--- src/rtl/decode_stage.sv ---
// decode_stage: MIPS ID stage (IF/ID latch, register file, sign extension, control decode, ID/EX register)
// Ports: clk/rst_n (async active-low); if_instr/if_npc from fetch; stall/flush hazard controls;
//        wb_regwrite/wb_rd/wb_data write-back port; id_* registered ID/EX outputs, id_valid marks real instructions.
// Option: define WB_BYPASS_EN to forward same-cycle write-back data onto rs/rt reads.
module decode_stage #(
   parameter int              DATA_W    = 32,
   parameter int              REG_COUNT = 32,
   parameter logic [DATA_W-1:0] RESET_NPC = '0
) (
   input  logic              clk,
   input  logic              rst_n,
   input  logic [DATA_W-1:0] if_instr,
   input  logic [DATA_W-1:0] if_npc,
   input  logic              stall,
   input  logic              flush,
   input  logic              wb_regwrite,
   input  logic [4:0]        wb_rd,
   input  logic [DATA_W-1:0] wb_data,
   output logic [DATA_W-1:0] id_npc,
   output logic [DATA_W-1:0] id_rs_data,
   output logic [DATA_W-1:0] id_rt_data,
   output logic [DATA_W-1:0] id_imm,
   output logic [4:0]        id_rt,
   output logic [4:0]        id_rd,
   output logic [1:0]        id_ctl_wb,
   output logic [2:0]        id_ctl_m,
   output logic [3:0]        id_ctl_ex,
   output logic              id_valid
);
   logic [DATA_W-1:0] ifid_instr, ifid_npc;
   logic [DATA_W-1:0] regs [REG_COUNT];
   logic [DATA_W-1:0] rs_data, rt_data;
   logic [4:0]        rs, rt;
   logic              wb_we, valid;
   logic [1:0]        ctl_wb;
   logic [2:0]        ctl_m;
   logic [3:0]        ctl_ex;
   assign rs    = ifid_instr[25:21];
   assign rt    = ifid_instr[20:16];
   assign wb_we = wb_regwrite && wb_rd != 5'd0;
   always_ff @(posedge clk or negedge rst_n) begin
      if (!rst_n) begin
         ifid_instr <= '0;
         ifid_npc   <= RESET_NPC;
      end else if (flush) begin
         ifid_instr <= '0;
         ifid_npc   <= RESET_NPC;
      end else if (!stall) begin
         ifid_instr <= if_instr;
         ifid_npc   <= if_npc;
      end
   end
   always_ff @(posedge clk or negedge rst_n) begin
      if (!rst_n)
         for (int i = 0; i < REG_COUNT; i++) regs[i] <= '0;
      else if (wb_we)
         regs[wb_rd] <= wb_data;
   end
   always_comb begin
`ifdef WB_BYPASS_EN
      rs_data = rs == 5'd0 ? '0 : (wb_we && wb_rd == rs) ? wb_data : regs[rs];
      rt_data = rt == 5'd0 ? '0 : (wb_we && wb_rd == rt) ? wb_data : regs[rt];
`else
      rs_data = rs == 5'd0 ? '0 : regs[rs];
      rt_data = rt == 5'd0 ? '0 : regs[rt];
`endif
   end
   // an all-zero instruction is a bubble; unknown opcodes are real nops
   always_comb begin
      valid  = ifid_instr != '0;
      ctl_ex = 4'b0000;
      ctl_m  = 3'b000;
      ctl_wb = 2'b00;
      case (ifid_instr[31:26])
         6'h00: if (valid) {ctl_ex, ctl_m, ctl_wb} = {4'b1100, 3'b000, 2'b10};
         6'h23: {ctl_ex, ctl_m, ctl_wb} = {4'b0001, 3'b010, 2'b11};
         6'h2B: {ctl_ex, ctl_m, ctl_wb} = {4'b0001, 3'b001, 2'b00};
         6'h04: {ctl_ex, ctl_m, ctl_wb} = {4'b0010, 3'b100, 2'b00};
         default: ;
      endcase
   end
   always_ff @(posedge clk or negedge rst_n) begin
      if (!rst_n) begin
         id_npc     <= RESET_NPC;
         id_rs_data <= '0;
         id_rt_data <= '0;
         id_imm     <= '0;
         id_rt      <= '0;
         id_rd      <= '0;
         id_ctl_wb  <= '0;
         id_ctl_m   <= '0;
         id_ctl_ex  <= '0;
         id_valid   <= 1'b0;
      end else begin
         id_npc     <= ifid_npc;
         id_rs_data <= rs_data;
         id_rt_data <= rt_data;
         id_imm     <= {{(DATA_W-16){ifid_instr[15]}}, ifid_instr[15:0]};
         id_rt      <= ifid_instr[20:16];
         id_rd      <= ifid_instr[15:11];
         id_ctl_wb  <= stall ? 2'b00 : ctl_wb;
         id_ctl_m   <= stall ? 3'b000 : ctl_m;
         id_ctl_ex  <= stall ? 4'b0000 : ctl_ex;
         id_valid   <= !stall && valid;
      end
   end
endmodule

--- config.mk ---
export PLATFORM = sky130hd
export DESIGN_NAME = decode_stage
export DESIGN_NICKNAME = d
export VERILOG_FILES = /design/src/rtl/decode_stage.sv
export SDC_FILE = /design/constraint.sdc
export NUM_CORES = 2
export LEC_CHECK = 0
export BUFFER_PORTS_ARGS = -buffer_cell sky130_fd_sc_hd__buf_2
export CORE_MARGIN = 2
export CORE_UTILIZATION = 56
export CTS_BUF_LIST = sky130_fd_sc_hd__clkbuf_16
export DETAILED_ROUTE_END_ITERATION = 6
export GPL_ROUTABILITY_DRIVEN = 0
export PLACE_DENSITY = 0.82
export REMOVE_ABC_BUFFERS = 1
export SETUP_SLACK_MARGIN = 0.05
export SLEW_MARGIN = 40
export SYNTH_ARGS = -nofsm -noshare
export SYNTH_HDL_FRONTEND = slang
export SYNTH_SLANG_ARGS = --single-unit
--- constraint.sdc ---
create_clock -name clk -period 2 [get_ports clk]
set_input_delay 0.2 -clock clk [delete_from_list [all_inputs] [get_ports clk]]
set_output_delay 0.2 -clock clk [all_outputs]
set_load 0.01 [all_outputs]
After elaboration in Yosys (flattened, before gate mapping)
Cells that the tools add are included.
{"block": "word_totals", "reg_bits": 1220, "input_bits": 106, "output_inout_bits": 148}
{"block": "classes", "magnitude_cmp": 4, "eq_ne": 4, "n_mux": 23, "n_bitwise": 3, "n_reduce_logical": 10}
{"operator": "1024-bit bitwise mux", "count": 1}
{"operator": "32-bit two-way mux", "count": 11}
{"operator": "32-bit binary-select mux with 5-bit select", "count": 2}
{"operator": "32-bit demux with 5-bit select", "count": 1}
{"operator": "32-bit nonzero test", "count": 1}
{"operator": "6-bit greater-or-equal comparator, second input constant", "count": 3}
{"operator": "5-bit inverter with 6-bit output", "count": 3}
{"operator": "6-bit equality test, second input constant", "count": 2}
{"operator": "4-bit case mux with 3 select lines", "count": 1}
{"operator": "5-bit zero test", "count": 2}
{"operator": "3-bit case mux with 3 select lines", "count": 1}
{"operator": "4-bit two-way mux", "count": 2}
{"operator": "6-bit by 3-bit equality test with 1-bit output, second input constant", "count": 1}
{"operator": "6-bit zero test", "count": 1}
{"operator": "6-bit by 1-bit < comparator with 1-bit output, second input constant", "count": 1}
{"operator": "5-bit nonzero test", "count": 1}
{"operator": "2-bit two-way mux", "count": 2}
{"operator": "2-bit case mux with 2 select lines", "count": 1}
{"operator": "1-bit logical AND", "count": 3}
{"operator": "3-bit two-way mux", "count": 1}
{"operator": "2-bit by 1-bit != test with 1-bit output, second input constant", "count": 1}
{"operator": "2-bit OR reduction", "count": 1}
{"operator": "1-bit zero test", "count": 1}

Depth between registers and ports, before layout
{"block": "depth", "ltp_word": 6, "depth_mapped": 9, "mapped_depth_nobuf": 5}

Worst setup path after synthesis
Ideal clock, no wire load.
{"block": "synth_timing", "kind": "register to register", "startpoint": "reg ifid_instr[22]", "endpoint": "reg id_rs_data[2]", "setup_ns": 0.136, "arrival_time_ns": 1.816, "required_ns": 1.864, "setup_slack_ns": 0.047, "stages_incl_launch_ff": 7, "path_buffers": 2, "path_cell_list": "dfrtp_1 buf_6 buf_4 mux4_2 mux4_2 o22ai_1 nor3_1"}
{"block": "synth_via", "elab_chain_len": 5, "elab_cells_between_ends": 6, "cone_classes": "mux: 4; bitwise: 1; reduce/logical: 1"}
{"item": "start, declared", "line_no": "30", "rtl": "logic [DATA_W-1:0] ifid_instr, ifid_npc;"}
{"item": "start signal, assigned", "line_no": "49", "rtl": "ifid_instr <= if_instr;"}
{"item": "5-bit inverter with 6-bit output (implied by the code)", "line_no": "64", "rtl": "rs_data = rs == 5'd0 ? '0 : regs[rs];"}
{"item": "32-bit binary-select mux with 5-bit select", "line_no": "64"}
{"item": "32-bit two-way mux (implied by the code) (2 in series)", "line_no": "64"}
{"item": "32-bit two-way mux (*)", "line_no": "64"}
{"item": "via rs_data[2]", "line_no": "32", "rtl": "logic [DATA_W-1:0] rs_data, rt_data;"}
{"item": "end signal, assigned", "line_no": "96", "rtl": "id_rs_data <= rs_data;"}
{"item": "end, declared", "line_no": "20", "rtl": "output logic [DATA_W-1:0] id_rs_data,"}
The timed path passes the listed nets; every way through them passes the cells marked *. The select of a mux whose other input is x is not followed.
A chain may end at the register's enable or synchronous reset.

Worst setup path after layout
{"block": "layout_timing", "startpoint": "reg ifid_instr[22]", "endpoint": "reg id_rs_data[18]"}
Same word-level chain as after synthesis.

==> load_flow_metrics.sql <==
INSERT INTO impl_metrics (metric_group, metric, value, unit) VALUES
('timing', 'hold-worst-slack', '-0.03288', 'ns'),
('timing', 'setup_total_negative_slack', '-12.33', 'ns'),
('route', 'drt-vias-per-instance', '6.901', ''),
('finish', 'register_area', '30350', 'um^2'),
('synthesis', 'yosysWarnings', '0', ''),
('route', 'routed_wirelength', '193.2', 'mm'),
('timing', 'max_slew_margin', '0.5279', ''),
('pwr', 'vdd_ir_drop_max', '0.7384', 'mV'),
('synthesis', 'ys_seq_elements', '1212', ''),
('global_route', 'maximum_number_of_pins_on_one_net_before_global_route_repair', '69', ''),
('cts', 'cts_buffer_depth', '3', ''),
('route', 'detail-route-antenna-nets', '0', ''),
('cts', 'clock_tree.htree_level_count', '3', ''),
('floorplan', 'floorplan.core_area', '108400', 'um^2'),
('finish', 'synthToLayoutAreaGrowth', '20.66', '%'),
('cts', 'tritoncts_num_sinks', '1212', ''),
('global_route', 'grt_antenna_before_repair', '8', ''),
('route', 'firstDrtPassIters', '5', ''),
('timing', 'rsz0062_at_grt', 'yes', ''),
('critical_path', 'critical_path.reg2reg.startpoint', 'ifid_instr[22]', ''),
('critical_path', 'critical_path.cell_chain', 'buf_4 > buf_6 > buf_12 > buf_4 > clkbuf_16 > clkbuf_16 > mux2i_1 > a22oi_1 > nand3_1 > a31oi_1', ''),
('floorplan', 'placementRows', '121', ''),
('finish', 'design.final.nets', '4742', ''),
('critical_path', 'critical_r2r_capture', 'id_rs_data[18]', ''),
('route', 'dr_total_vias', '42470', ''),
('timing', 'max_freq', '0.4192', 'GHz'),
('global_route', 'vias_in_the_first_global_route', '43830', ''),
('global_route', 'wire_length_of_the_first_global_routing_pass', '280.9', 'mm'),
('floorplan', 'initial_core_util', '0.5626', ''),
('critical_path', 'rr_worst_depth', '10', ''),
('pwr', 'power.density', '945.9', 'nW/um^2'),
('place', 'port_buffers', '253', ''),
('cts', 'clkSlewWorstSetupHoldPaths', '0.06', 'ns'),
('floorplan', 'boundaryPins', '254', ''),
('outcome', 'failed_checks', 'negative hold slack, negative setup slack', ''),
('synthesis', 'mapped_cell_area', '60990', 'um^2'),
('finish', 'layout.cells.most_common', 'dfrtp_1', ''),
('timing', 'timing.final.max_slew_violations', '0', ''),
('finish', 'layout-drive-gt1-share', '0.5278', ''),
('finish', 'nFillCells', '6815', ''),
('outcome', 'outcome', 'finished with violations', ''),
('cts', 'insertion_delay', '0.75', 'ns'),
('synthesis', 'netlist-cell-type-count', '39', ''),
('pwr', 'total_leakage_power', '0.03257', 'uW'),
('timing', 'timing_worst_slew_pin_value', '0.7081', 'ns'),
('timing', 'setup_violations', '64', ''),
('floorplan', 'die_ar', '111600', 'um^2'),
('floorplan', 'die_width', '334.0', 'um'),
('critical_path', 'regToRegSetupSlack', '-0.39', 'ns'),
('critical_path', 'crit_path_end_kind', 'register', ''),
('synthesis', 'syn-instance-count', '4181', ''),
('route', 'routed_wire_length_per_instance', '31.39', 'um'),
('route', 'drc_errors', '0', ''),
('global_route', 'grt_total_ovfl', '0', ''),
('critical_path', 'wp_data_required', '2.62', 'ns'),
('finish', 'final_core_area_utilization', '0.6789', ''),
('critical_path', 'timing.critical_path.fanout_max', '5', ''),
('cts', 'cts-buffers-inserted', '120', ''),
('timing', 'timing.clock.skew', '0.03766', 'ns'),
('critical_path', 'worst_path_largest_cell_delay', '0.52', 'ns'),
('timing', 'finalHoldViolations', '8', ''),
('floorplan', 'die-height', '334.0', 'um'),
('timing', 'fin_crit', '2.386', 'ns'),
('synthesis', 'ys_seq_area_frac', '0.4973', ''),
('finish', 'layout.cells.most_common_list', '1,205 x dfrtp_1, 1,062 x mux2_2, 379 x mux2i_1', ''),
('place', 'hpwl', '111.7', 'mm'),
('global_route', 'grt_util_all_layers', '0.3366', ''),
('place', 'place.detailed.instances', '5752', ''),
('critical_path', 'cp_data_arrival_time', '3.00', 'ns'),
('critical_path', 'crit_path_top_delay_cell', 'dfrtp_4', ''),
('hold_path', 'hold_path.class', 'input port to async pin', ''),
('finish', 'area_of_combinational_cells_with_multiple_inputs', '29230', 'um^2'),
('synthesis', 'syn_avg_cell_area', '14.59', 'um^2'),
('critical_path', 'start_kind', 'register', ''),
('cts', 'tritoncts', 'yes', ''),
('timing', 'finalCritPeriodShare', '1.193', ''),
('route', 'iteration_0_drc_markers', '5064', ''),
('critical_path', 'worst_setup_path_type', 'register to register', ''),
('flow_run', 'timing.max_cap.violations', '0', ''),
('cts', 'clk_root_buffer_cell', 'clkbuf_16', ''),
('finish', 'layoutNonFillerInstCount', '6154', ''),
('timing', 'layout_setup_ws', '-0.3856', 'ns');
==> metrics by stage <==
| stage | hold slack (ns) | total power (uW) | area [um^2] | worst slack [ns] |
|---|---|---|---|---|
| after global routing | 0.02358 | 72040 | 73580 | -0.3308 |
| final | -0.03288 | 69610 | 73590 | -0.3856 |
| after detailed placement | 0.1574 | 45680 | 66610 | -0.2972 |
| after floorplan | -0.09559 | 41210 | 58620 | -11.84 |
| after CTS | 0.01721 | 68690 | 72480 | -0.2427 |
| after global placement | 0.1536 | 44860 | 66610 | -0.2741 |
==> worst max-delay path by stage <==
stage                               from              to  slack, ns  depth (start not counted)
final                     ifid_instr[22]  id_rs_data[18]      -0.39                         10
after global routing      ifid_instr[22]  id_rs_data[18]      -0.33                         10
after CTS                 ifid_instr[22]  id_rs_data[17]      -0.24                          7
after detailed placement  ifid_instr[22]  id_rs_data[17]      -0.30                          6
after global placement    ifid_instr[22]  id_rs_data[17]      -0.27                          6
after floorplan           ifid_instr[22]   id_rs_data[0]     -11.84                          3
==> critical path: cells and delay by family (launching register included) <==
family / cells / cell delay [ns]
buffers and inverters: 6 / 0.89
AOI/OAI and AO/OA: 2 / 0.53
DFF: 1 / 0.52
and+or+nand+nor: 1 / 0.21
muxes: 1 / 0.13
==> flip-flops by register name, indices dropped and copies added, names as in the netlist <==
| register | cells |
|---|---|
| id_ctl_wb | 1 |
| id_rs_data | 32 |
| id_imm | 12 |
| id_ctl_ex | 2 |
| id_npc | 32 |
| id_valid | 1 |
| ifid_instr | 32 |
| regs | 1024 |
| ifid_npc | 32 |
| id_rd | 4 |
| id_rt_data | 32 |
| id_ctl_m | 3 |
| id_rt | 5 |
==> kinds of logic after synthesis <==
family / Yosys count / synth area share
AO/OA/AOI/OAI: 313 / 0.03851
buffers and inverters: 476 / 0.03902
flip-flops: 1212 / 0.4973
multiplexers: 1824 / 0.3961
AND/OR/NAND/NOR: 356 / 0.02907
==> cell usage after synthesis (all sizes together) <==
cell type	number	area, um^2
mux2i	384	3844
a21oi	24	120.1
clkbuf	221	829.6
a21o	8	60.06
nor4b	2	17.52
nor3	26	130.1
a22o	34	297.8
a31oi	8	50.05
nand3	29	145.1
nor2b	62	387.9
or3	2	12.51
and3	4	25.02
and2	3	18.77
a211oi	47	352.8
a221o	32	320.3
or2	1	6.260
dfrtp	1212	30330
o221ai	8	70.07
nand4	2	12.51
nor2	103	386.6
nand2	58	217.7
nand4b	1	8.760
buf	253	1543
mux2	1076	12120
or4	1	7.510
and3b	1	8.760
inv	2	7.510
a22oi	99	743.2
nand2b	24	150.1
o22ai	52	325.3
mux4	364	8198
nor4	37	237.7
o32ai	1	8.760
==> per-layer routing <==
| metal | vias to the layer above | global-route usage | share of wire |
|---|---|---|---|
| met4 | 6 | 0.1740 | 0.057 |
| met5 | - | 0 | 0.00017 |
| met1 | 22140 | 0.4445 | 0.37 |
| li1 | 16750 | - | - |
| met3 | 772 | 0.08257 | 0.10 |
| met2 | 2810 | 0.5209 | 0.47 |
==> timing repair <==
item	in CTS	in global routing
hold buffers	82	0
cloned	9	18
pin swaps	53	60
endpoints found under the hold margin	794	0
buffers inserted	39	32
gates resized for setup	121	105
setup endpoints to repair	67	68
==> final cells by class <==
type / instances / share of cell area
Antenna cell: 3 / 0.0001020
Clock buffer: 125 / 0.04251
Clock inverter: 98 / 0.01013
Inverter: 2 / 0.0001020
Multi-Input combinational cell: 2493 / 0.3972
Sequential cell: 1212 / 0.4125
Tap cell: 1414 / 0.02404
Timing Repair Buffer: 807 / 0.1134
==> report_power, final <==
group / total, uW / leakage (uW) / internal, uW / switching (uW)
Clock: 22600 / 0.00200 / 12700 / 9880
Sequential: 32300 / 0.0156 / 28800 / 3520
Combinational: 14700 / 0.0150 / 8550 / 6130
Total: 69600 / 0.0326 / 50100 / 19500
No activity file was read; power rests on OpenSTA's default activity.
